`src/rtl/quant_seq.sv`:
```
// Two-pass sequencer for the quant_pre fp32-to-fixed datapath: pass 1 finds the
// largest-magnitude word of the buffer, pass 2 streams the buffer through quant_pre.
module quant_seq #(
    parameter int ADDR_W = 10
) (
    input  logic              clk,
    input  logic              rst,
    input  logic              i_start,
    input  logic [ADDR_W-1:0] i_len,
    output logic              o_busy,
    output logic              o_done,
    output logic              o_rd_en,
    output logic [ADDR_W-1:0] o_rd_addr,
    input  logic [31:0]       i_rd_data,
    output logic [31:0]       o_qp_max,
    output logic [31:0]       o_qp_act,
    input  logic [31:0]       i_qp_act,
    input  logic [31:0]       i_qp_unit,
    output logic              o_wr_en,
    output logic [ADDR_W-1:0] o_wr_addr,
    output logic [31:0]       o_wr_data,
    output logic [31:0]       o_unit,
    output logic [31:0]       o_max
);

    typedef enum logic [2:0] {
        IDLE,
        SCAN,
        SCAN_DRAIN,
        QUANT,
        QUANT_DRAIN,
        DONE
    } state_t;

    state_t            state_q, state_d;
    logic [ADDR_W-1:0] rdCnt_q, rdCnt_d;
    logic [ADDR_W-1:0] len_q, len_d;
    logic              drain_q, drain_d;
    logic [31:0]       max_q, max_d;
    logic [31:0]       unit_q, unit_d;
    logic              firstWr_q, firstWr_d;
    logic              scanVld_q;
    logic              vld1_q, vld2_q;
    logic [ADDR_W-1:0] addr1_q, addr2_q;
    logic              startJob;
    logic              rdEn;
    logic              lastRd;

    // Next-state logic; the read counter is cleared when a pass starts or ends.
    always_comb begin
        state_d  = state_q;
        rdCnt_d  = rdCnt_q;
        len_d    = len_q;
        drain_d  = drain_q;
        startJob = 1'b0;
        rdEn     = 1'b0;
        lastRd   = (rdCnt_q == len_q - 1'b1);
        case (state_q)
            IDLE: begin
                if (i_start) begin
                    startJob = 1'b1;
                    len_d    = i_len;
                    rdCnt_d  = '0;
                    state_d  = (i_len != '0) ? SCAN : DONE;
                end
            end
            SCAN, QUANT: begin
                rdEn = 1'b1;
                if (lastRd) begin
                    rdCnt_d = '0;
                    drain_d = 1'b0;
                    state_d = (state_q == SCAN) ? SCAN_DRAIN : QUANT_DRAIN;
                end else begin
                    rdCnt_d = rdCnt_q + 1'b1;
                end
            end
            SCAN_DRAIN: state_d = QUANT;
            QUANT_DRAIN: begin
                drain_d = 1'b1;
                if (drain_q) state_d = DONE;
            end
            DONE:    state_d = IDLE;
            default: state_d = IDLE;
        endcase
    end

    // Magnitude compare ignores the sign; ties keep the earlier word.
    always_comb begin
        max_d     = max_q;
        unit_d    = unit_q;
        firstWr_d = firstWr_q;
        if (startJob) begin
            max_d = '0;
        end else if (scanVld_q && (i_rd_data[30:0] > max_q[30:0])) begin
            max_d = i_rd_data;
        end
        if (startJob) begin
            firstWr_d = 1'b1;
        end else if (vld2_q) begin
            firstWr_d = 1'b0;
        end
        if (vld2_q && firstWr_q) unit_d = i_qp_unit;
    end

    always_ff @(posedge clk or posedge rst) begin
        if (rst) begin
            state_q   <= IDLE;
            rdCnt_q   <= '0;
            len_q     <= '0;
            drain_q   <= 1'b0;
            max_q     <= '0;
            unit_q    <= '0;
            firstWr_q <= 1'b0;
            scanVld_q <= 1'b0;
            vld1_q    <= 1'b0;
            vld2_q    <= 1'b0;
            addr1_q   <= '0;
            addr2_q   <= '0;
        end else begin
            state_q   <= state_d;
            rdCnt_q   <= rdCnt_d;
            len_q     <= len_d;
            drain_q   <= drain_d;
            max_q     <= max_d;
            unit_q    <= unit_d;
            firstWr_q <= firstWr_d;
            scanVld_q <= rdEn && (state_q == SCAN);
            vld1_q    <= rdEn && (state_q == QUANT);
            vld2_q    <= vld1_q;
            addr1_q   <= rdCnt_q;
            addr2_q   <= addr1_q;
        end
    end

    assign o_busy    = (state_q != IDLE);
    assign o_done    = (state_q == DONE);
    assign o_rd_en   = rdEn;
    assign o_rd_addr = rdCnt_q;
    assign o_qp_max  = max_q;
    assign o_qp_act  = i_rd_data;
    assign o_wr_en   = vld2_q;
    assign o_wr_addr = addr2_q;
    assign o_wr_data = i_qp_act;
    assign o_unit    = unit_q;
    assign o_max     = max_q;

endmodule

```
`config.mk`:
```
export PLATFORM = sky130hd
export DESIGN_NAME = quant_seq
export DESIGN_NICKNAME = d
export VERILOG_FILES = /design/src/rtl/quant_seq.sv
export SDC_FILE = /design/constraint.sdc
export NUM_CORES = 1
export LEC_CHECK = 0
export ABC_CLOCK_PERIOD_IN_PS = 3400
export CELL_PAD_IN_SITES_DETAIL_PLACEMENT = 1
export CELL_PAD_IN_SITES_GLOBAL_PLACEMENT = 1
export CORE_UTILIZATION = 42
export DETAILED_ROUTE_END_ITERATION = 12
export DONT_BUFFER_PORTS = 1
export PLACE_DENSITY_LB_ADDON = 0.12
export SYNTH_ARGS = -nofsm -noshare
export SYNTH_HDL_FRONTEND = slang
export SYNTH_SLANG_ARGS = --single-unit
```
`constraint.sdc`:
```
create_clock -name clk -period 3.4 [get_ports clk]
set_input_delay 0.68 -clock clk [delete_from_list [all_inputs] [get_ports clk]]
set_output_delay 0.68 -clock clk [all_outputs]
set_load 0.02 [all_outputs]
```
==> results.txt, run 1 <==
* Outcome: finished, final reports clean
* Global-route wire length before repair: 23900 um
* Library cell with the highest instance count after synthesis: sky130_fd_sc_hd__dfrtp_1
- Post-synthesis adder-cell area fraction: 6.64%
- After the last flow step, the layout net total stands at 676.
- For the final routed database, the setup TNS stands at 0 ns.
- By area, the combinational part of the netlist is dominated by buffers and inverters.
* Cell type with the highest aggregate area in the netlist: sky130_fd_sc_hd__dfrtp_1
- For this run, the share of the core covered by cells in the final layout is 42.7%.
* Switching part of the total: around 48%
* Hold buffer count at cts: 0
- Final antenna-violating net count: 0
- Max capacitance violation total: 0
- Worst IR drop on VDD: 0.354 mV
* Critical path origin: o_max[29]
* Register share of total power: 46.0%
- Synth unique cells: 57
- Main flop type after synthesis: sky130_fd_sc_hd__dfrtp_1
- Setup repair after global routing left no endpoint under its margin.
* Number of gates resized after cts: 0
* Final GP Congestion: 0.805
- Pin count of the biggest net entering global routing: between 60 and 70
- The worst setup path is captured at a register.
- Post-CTS timing repair inserted 0 buffers for setup.
* Cell Area, Synth: between 6000 and 7000 um^2
- Critical Path End: o_max[31]
- The worst setup path is launched from a register.
- After detailed routing, the number of remaining DRC violations is 0.
- The floorplan has 44 rows.
* Async set-or-reset flop fraction in the synthesized netlist: 100%
* Number of setup violations in the final report: 0
* Port buffer count: 0
- Maximum net fanout on the critical path: 20
- Synthesized-area fraction occupied by ao, oa, aoi and oai cells: 12.1%
- I/O pin cnt: 293
- Detailed routing inserted a total of 4166 vias.
* Synth-to-Final Area Change: -0.684%
- Gate power share: 37.4%
- Clock-pin slew on the worst setup and hold paths: 0.08 ns
* Fraction of synthesized area in multiplexers: 6.16%
* Combined global-route utilization of all metal layers: 20.8%
- # diodes: 0
* Max-slew violation count: 0
* Count of flip-flops with a built-in enable after synthesis: 0
- Post-synthesis register bit count: 112
- TritonCTS Buffers: 9
- Clock insertion delay at the later pin of the skew report: 0.36 ns
- For the pin with the worst max-slew slack, the measured transition is 0.902 ns.
* First drt pass iteration count: 4
- The layout has roughly 1600 filler cells.
* Crit-path max cell delay: 0.60 ns
- Leading post-synthesis cells by cell area: sky130_fd_sc_hd__dfrtp_1, sky130_fd_sc_hd__buf_4, sky130_fd_sc_hd__ha_1
- Of the cells placed in the final design, the portion with a size suffix greater than 1 is 16.0%.
- Residual overflow from global routing: 0
- Final Cycle Share: roughly 84%
- Slack of the worst reg-to-reg path: 0.55 ns
* Initial core utilization: 43.0%
- The synthesized design devotes to its leading area cell type a little under half of total area.
- For this block, the routed nets add up to 15500 um of wire.
* Simple-gate portion of the synthesized area: 12.0%
- Of the synthesized area, sequential elements account for 45.1%.
- Power after layout: 0.00697 W
- Maximum clock skew at final layout: 0.00880 ns
* Share of total power in the clock network: 16.6%
* Worst reg-to-reg path cell count: 9
- Endpoint of the most critical register-to-register path: o_max[31]
* Final non-filler cell total: just over 700
* Via count of the first global-routing pass: 4307
- Number of standard cells after synthesis: roughly 630
* Net count of the mapped netlist: 767
- The worst pin sits at a relative slew slack of 39.7%.
- Per-instance average area after synthesis: 9.95 um^2
* Flip-flop and latch area: 2800 um^2
* Worst-path cell with the longest stage delay: sky130_fd_sc_hd__dfrtp_1
* Footprint of the multi-input gates: 2450 um^2
* Number of cells in the design after placement: approximately 710
* Power density of the placed cells: between 1000 and 1500 nW/um^2
- The region available for standard cell placement spans 14500 um^2.
- The longest clock path from root to sink contains 2 buffers.
* Cell Int Power: approximately 0.0036 W
- The critical path is of the register to register type.
- HPWL reported at the end of detailed placement: between 10000 and 15000 um
* CTS tree: done
* Routed vias/inst: roughly 5.8
- Data arrival at the endpoint of the critical path: 3.14 ns
* Number of warnings reported in the yosys synthesis log: 0
- Clock tree synthesis found a total of 112 sinks.
- Area enclosed by the die boundary: 15300 um^2
- Based on the critical path, the design can be clocked at up to 0.350 GHz.
- Critical path cell sequence: inv_1 -> ha_1 -> nand3_1 -> or3_1 -> nor3_1 -> a221o_1 -> buf_4 -> o21ai_0 -> a21oi_1
* Critical path required time: 3.69 ns
- Dividing the detail-routed wire length by the instance count gives 21.5 um.
* Post-synthesis xor/xnor area fraction: under 10%
- The worst hold path belongs to the class input port to asynchronous set/reset pin.
* Count of endpoints failing hold in the final timing report: 0
- Subtracting the final worst setup slack from the clock period gives 2.85 ns.
- Die outline width: 124 um
- Switch Pwr: 0.00336 W
* RR Startpoint: o_max[29]
- Ranked by instance count, the synthesized netlist is headed by sky130_fd_sc_hd__dfrtp_1, sky130_fd_sc_hd__buf_4, sky130_fd_sc_hd__a21oi_1.
* Static power due to leakage: approximately 2.8 nW
- After the first detailed-routing iteration, the DRC count stood at 169.
- Antenna violations before repair: 0
- The cell sitting at the root of the clock tree is a sky130_fd_sc_hd__clkbuf_16.
- Number of levels in the clock H-tree: 3
- The die is approximately 120 um tall.
-- power groups by stage --
stage	registers (W)	logic [W]	clock network, W
6_report	0.00321	0.00261	0.00116
5_1_grt	0.00334	0.00294	0.00126
4_1_cts	0.00323	0.00265	0.00120
3_5_place_dp	0.00325	0.00263	0
3_3_place_gp	0.00323	0.00254	0
2_1_floorplan	0.00294	0.00238	0
-- worst min path at each step --
stage,endpoint,cells after the start,start,slack [ns]
after floorplan,o_wr_addr[0],0,addr1_q[0],0.33
after global placement,o_wr_en,0,vld1_q,0.33
after detailed placement,o_wr_addr[1],0,addr1_q[1],0.34
after CTS,o_unit[12],1,rst,0.05
after global routing,o_unit[12],1,rst,0.05
final,o_unit[12],1,rst,0.07
-- registers in the layout, summed over array words and instances, names as in the netlist --
signal	flops
addr1_q	10
o_wr_addr	10
state_q	3
o_max	32
len_q	10
scanVld_q	1
o_wr_en	1
firstWr_q	1
o_unit	32
o_rd_addr	10
vld1_q	1
drain_q	1
-- cell usage in the layout, fill, tap and decap left out, types with 3 or more instances in the layout --
| master | Yosys | routed |
|---|---|---|
| sky130_fd_sc_hd__and2_1 | 5 | 5 |
| sky130_fd_sc_hd__o21ai_0 | 45 | 45 |
| sky130_fd_sc_hd__mux2_2 | 33 | 33 |
| sky130_fd_sc_hd__ha_1 | 33 | 33 |
| sky130_fd_sc_hd__nand3_1 | 42 | 42 |
| sky130_fd_sc_hd__or3_1 | 6 | 6 |
| sky130_fd_sc_hd__xor2_1 | 5 | 5 |
| sky130_fd_sc_hd__a21o_1 | 4 | 4 |
| sky130_fd_sc_hd__clkbuf_16 | 0 | 9 |
| sky130_fd_sc_hd__nand2_1 | 34 | 34 |
| sky130_fd_sc_hd__buf_12 | 0 | 3 |
| sky130_fd_sc_hd__dfrtp_1 | 112 | 112 |
| sky130_fd_sc_hd__and3_1 | 3 | 3 |
| sky130_fd_sc_hd__a311o_1 | 3 | 3 |
| sky130_fd_sc_hd__nor2_1 | 15 | 14 |
| sky130_fd_sc_hd__nand4_1 | 7 | 7 |
| sky130_fd_sc_hd__inv_1 | 42 | 41 |
| sky130_fd_sc_hd__buf_4 | 96 | 18 |
| sky130_fd_sc_hd__clkinv_8 | 0 | 3 |
| sky130_fd_sc_hd__nor3_1 | 13 | 13 |
| sky130_fd_sc_hd__a31oi_1 | 3 | 3 |
| sky130_fd_sc_hd__xnor2_1 | 10 | 10 |
| sky130_fd_sc_hd__a21oi_1 | 47 | 47 |
-- per-layer routing --
| metal | vias to the layer above | GRT usage (%) | wire (um) |
|---|---|---|---|
| met5 | - | 0 | 0 |
| met4 | 0 | 6.63 | 303 |
| met3 | 37 | 5.68 | 1070 |
| met2 | 159 | 35.8 | 7620 |
| met1 | 2082 | 25.1 | 6540 |
| li1 | 1888 | - | - |
-- cells by family (layout without fill, tap and decap cells) --
kind of cell,count (synthesis),after routing
muxes,34,34
DFF,112,112
and+or+nand+nor,142,142
adders and majority gates,33,33
AOI/OAI and AO/OA,124,124
buffers and inverters,165,79
xor gates and xnor gates,15,15
-- metrics by stage --
step                      area [um^2]  worst slack (ns)  hold WS (ns)
after detailed placement         5840             0.552         0.336
after global routing             6180             0.327        0.0469
after CTS                        6180             0.527        0.0532
after floorplan                  6220             0.892         0.331
final                            6180             0.546        0.0665
after global placement           5840             0.609         0.331
-- area by class of cell --
class                           instances  share of cell area, %
Sequential cell                       112                   45.4
Multi-Input combinational cell        348                   39.7
Tap cell                              184                   3.73
Clock buffer                            9                   3.65
Timing Repair Buffer                   21                   3.16
Inverter                               42                   2.61
Clock inverter                          7                   1.78
-- worst max-delay path: cells and delay by family, from the launching register on --
kind                       cells  cell delay, ns
AOI/OAI and AO/OA              3            0.55
adders and majority gates      1            0.31
DFF                            1            0.60
buffers and inverters          2            0.34
and+or+nand+nor                3            0.99
Note: power is estimated with default switching activity, not from simulation.
==> inputs of run 2 (changes only) <==
--- a/config.mk
+++ b/config.mk
@@ -5,7 +5,7 @@
 export SDC_FILE = /design/constraint.sdc
 export NUM_CORES = 1
 export LEC_CHECK = 0
-export ABC_CLOCK_PERIOD_IN_PS = 3400
+export ABC_CLOCK_PERIOD_IN_PS = 2300
 export CELL_PAD_IN_SITES_DETAIL_PLACEMENT = 1
 export CELL_PAD_IN_SITES_GLOBAL_PLACEMENT = 1
 export CORE_UTILIZATION = 42
==> constraint.sdc (replaced) <==
create_clock -name clk -period 2.3 [get_ports clk]
set_input_delay 0.46 -clock clk [delete_from_list [all_inputs] [get_ports clk]]
set_output_delay 0.46 -clock clk [all_outputs]
set_load 0.02 [all_outputs]
==> results.txt, run 2 (same netlist as run 1, synthesis figures left out) <==
- Port buffer count: 0 (unchanged)
- The final standard cell utilization of the core was 50.3% (was 42.7%).
- The launching element type of the critical path is a register (unchanged).
* CTS tree: done (unchanged)
- The clock input transition at the sequential cells of the worst setup and hold paths came to 0.09 ns (was 0.08 ns).
- The total die area came to 15300 um^2 (unchanged).
- Critical path start-end classification: register to register (unchanged)
* RR Startpoint: o_max[20] (was o_max[29])
- Minimum clock period after layout: 2.40 ns (was 2.85 ns)
- Maximum root-to-sink buffer count: 2 (unchanged)
* Worst setup slack after layout: -0.105 ns (was 0.546 ns)
* Number of setup violations in the final report: 32 (was 0)
- The last weighted congestion value of the routability-driven placer came to 0.848 (was 0.805).
* Total via count in the routed design: 4524 (was 4166)
- The via-per-instance ratio came to 5.66 (was 5.76).
- The final number of hold-violating endpoints is 0 (unchanged).
* Synth-to-Final Area Change: 17.1% (was -0.684%)
* Switch Pwr: 0.00593 W (was 0.00336 W)
* # diodes: 0 (unchanged)
- The worst IR drop on VDD is 0.658 mV (was 0.354 mV).
- Number of cells in the design after placement: 772 (was 707)
* Final antenna-violating net count: 0 (unchanged)
* Placement row count: 44 (unchanged)
- The core area came to 14500 um^2 (unchanged).
- Data arrival at the endpoint of the critical path: 2.70 ns (was 3.14 ns)
- The combined global-route utilization of all metal layers was 21.7% (was 20.8%).
- Number of levels in the clock H-tree: 3 (unchanged)
- Final wirelength: 17500 um (was 15500 um)
* Antenna violations before repair: 0 (unchanged)
- Worst slew margin relative to its limit: 57.4% (was 39.7%)
- Critical path required time: 2.59 ns (was 3.69 ns)
- Global-route wire length before repair: 24900 um (was 23900 um)
- The end of the worst register-to-register path is o_max[9] (was o_max[31]).
- Clock sink count: 112 (unchanged)
- Gate power share: 54.8% (was 37.4%)
- The kind of capture point of the worst setup path is a register (unchanged).
* Layout fillers: 1541 (was 1584)
- The DRC marker count from the first detailed-route iteration came to 141 (was 169).
* Failing checks: setup timing
- The number of nets in the layout is 753 (was 676).
* Most frequent cells in the layout: sky130_fd_sc_hd__dfrtp_1, sky130_fd_sc_hd__buf_4, sky130_fd_sc_hd__inv_1 (was sky130_fd_sc_hd__dfrtp_1, sky130_fd_sc_hd__a21oi_1, sky130_fd_sc_hd__o21ai_0)
- The achievable clock frequency is 0.416 GHz (was 0.350 GHz).
* Detailed-route DRC error count: 0 (unchanged)
- Unrepaired setup endpoints after global routing: yes (was no)
- The routed wire length per instance came to 21.9 um (was 21.5 um).
- The count of boundary I/O pins was 293 (unchanged).
* Maximum clock skew at final layout: 0.00838 ns (was 0.00880 ns)
* First drt pass iteration count: 4 (unchanged)
* Initial core utilization: 43.0% (unchanged)
- The die span in x came to 124 um (unchanged).
* Hold WC Path Type: input port to asynchronous set/reset pin (unchanged)
- Clock tree root buffer cell: sky130_fd_sc_hd__clkbuf_16 (unchanged)
- Transition time of the tightest slew-check pin: 0.637 ns (was 0.902 ns)
- The maximum number of pins on one net before global-route repair came to 49 (was 68).
- The most frequent standard cell in the layout excluding fill and tap cells is sky130_fd_sc_hd__dfrtp_1 (unchanged).
- The total leakage power is 3.26 nW (was 2.76 nW).
- Final Cycle Share: 105% (was 83.9%)
- The cell internal power dissipation came to 0.00659 W (was 0.00361 W).
- Final non-filler cell total: 800 (was 723)
- Switching part of the total: 47.3% (was 48.3%)
* Overall die height: 124 um (unchanged)
- Maximum net fanout on the critical path: 6 (was 20)
* Cell area after layout: 7280 um^2 (was 6180 um^2)
* Share of post-route cells with drive strength above 1: 38.3% (was 16.0%)
- HPWL reported at the end of detailed placement: 12100 um (was 11300 um)
* Outcome: finished with violations (was finished, final reports clean)
- Share of total power in the clock network: 13.6% (was 16.6%)
- The number of max-capacitance violations reported came to 0 (unchanged).
- The power per cell area is 1720 nW/um^2 (was 1130 nW/um^2).
- Max-slew violation count: 0 (unchanged)
- Clock insertion delay at the later pin of the skew report: 0.37 ns (was 0.36 ns)
- Via count of the first global-routing pass: 4587 (was 4307)
- Slack of the worst reg-to-reg path: -0.10 ns (was 0.55 ns)
- The overflow left after global routing is 0 (unchanged).
* Hold buffer count at cts: 0 (unchanged)
- Register share of total power: 31.6% (was 46.0%)
- TritonCTS Buffers: 9 (unchanged)
- The cell area reported after detailed placement is 6380 um^2 (was 5840 um^2).
- The number of cells on the worst reg-to-reg path was 11 (was 9).
- Setup total negative slack: -2.55 ns (was 0 ns)
## run 2: worst max-delay path, stage by stage (launching register included)
cell and delay [ns]:
sky130_fd_sc_hd__dfrtp_1 0.38, sky130_fd_sc_hd__inv_1 0.08, sky130_fd_sc_hd__ha_4 0.27, sky130_fd_sc_hd__nand4_1 0.15, sky130_fd_sc_hd__buf_4 0.18, sky130_fd_sc_hd__nor4_4 0.33
sky130_fd_sc_hd__buf_4 0.19, sky130_fd_sc_hd__buf_6 0.10, sky130_fd_sc_hd__a221o_4 0.24, sky130_fd_sc_hd__buf_6 0.16, sky130_fd_sc_hd__o21ai_1 0.08, sky130_fd_sc_hd__a21oi_1 0.16
## run 2: layout make-up
class	count	area [um^2]	share of cell area [%]
inverter	42	161	2.22
multi-input combinational	348	2860	39.2
sequential	112	2800	38.5
timing repair buffer	98	906	12.4
tap	184	230	3.16
clock inverter	7	98.8	1.36
clock buffer	9	225	3.09
## run 2: stage by stage
| stage | setup WS [ns] | power [W] | hold slack (ns) |
|---|---|---|---|
| global route | -0.234 | 0.0134 | 0.0568 |
| detailed placement | -0.248 | 0.00956 | 0.336 |
| floorplan | -0.0340 | 0.00792 | 0.331 |
| global placement | -0.202 | 0.00933 | 0.332 |
| finish | -0.105 | 0.0125 | 0.0376 |
| CTS | -0.0280 | 0.0114 | 0.0398 |
## run 2: how the worst max path moves through the flow
stage                   from            to  slack (ns)  cells after the start
6_report           o_max[20]      o_max[9]       -0.10                     11
5_1_grt            o_max[20]     o_max[31]       -0.23                     12
4_1_cts             len_q[0]  o_rd_addr[2]       -0.03                      8
3_5_place_dp   i_rd_data[14]      o_max[2]       -0.25                      9
3_3_place_gp   i_rd_data[14]     o_max[20]       -0.20                      9
2_1_floorplan      o_max[30]      o_max[0]       -0.03                      9
## run 2: timing repair
item                                    in CTS  in global routing
gates resized for setup                     20                 99
pin swaps                                    5                 50
buffers inserted                             2                  4
endpoints found under the setup margin      38                 45
gates cloned                                 0                  6
## run 2: power by group through the flow
stage	combinational, W	clock (W)	sequential, W
after floorplan	0.00357	0	0.00435
after global placement	0.00539	0	0.00395
after detailed placement	0.00557	0	0.00399
after CTS	0.00567	0.00174	0.00395
after global routing	0.00746	0.00181	0.00411
final	0.00686	0.00170	0.00396
## run 2: metal layers
layer | vias up | wire [um] | global-route usage [%]
met4 | 0 | 327 | 7.76
li1 | 2035 | - | -
met3 | 40 | 1200 | 5.36
met2 | 175 | 8680 | 36.2
met1 | 2274 | 7300 | 27.1
met5 | - | 0 | 0
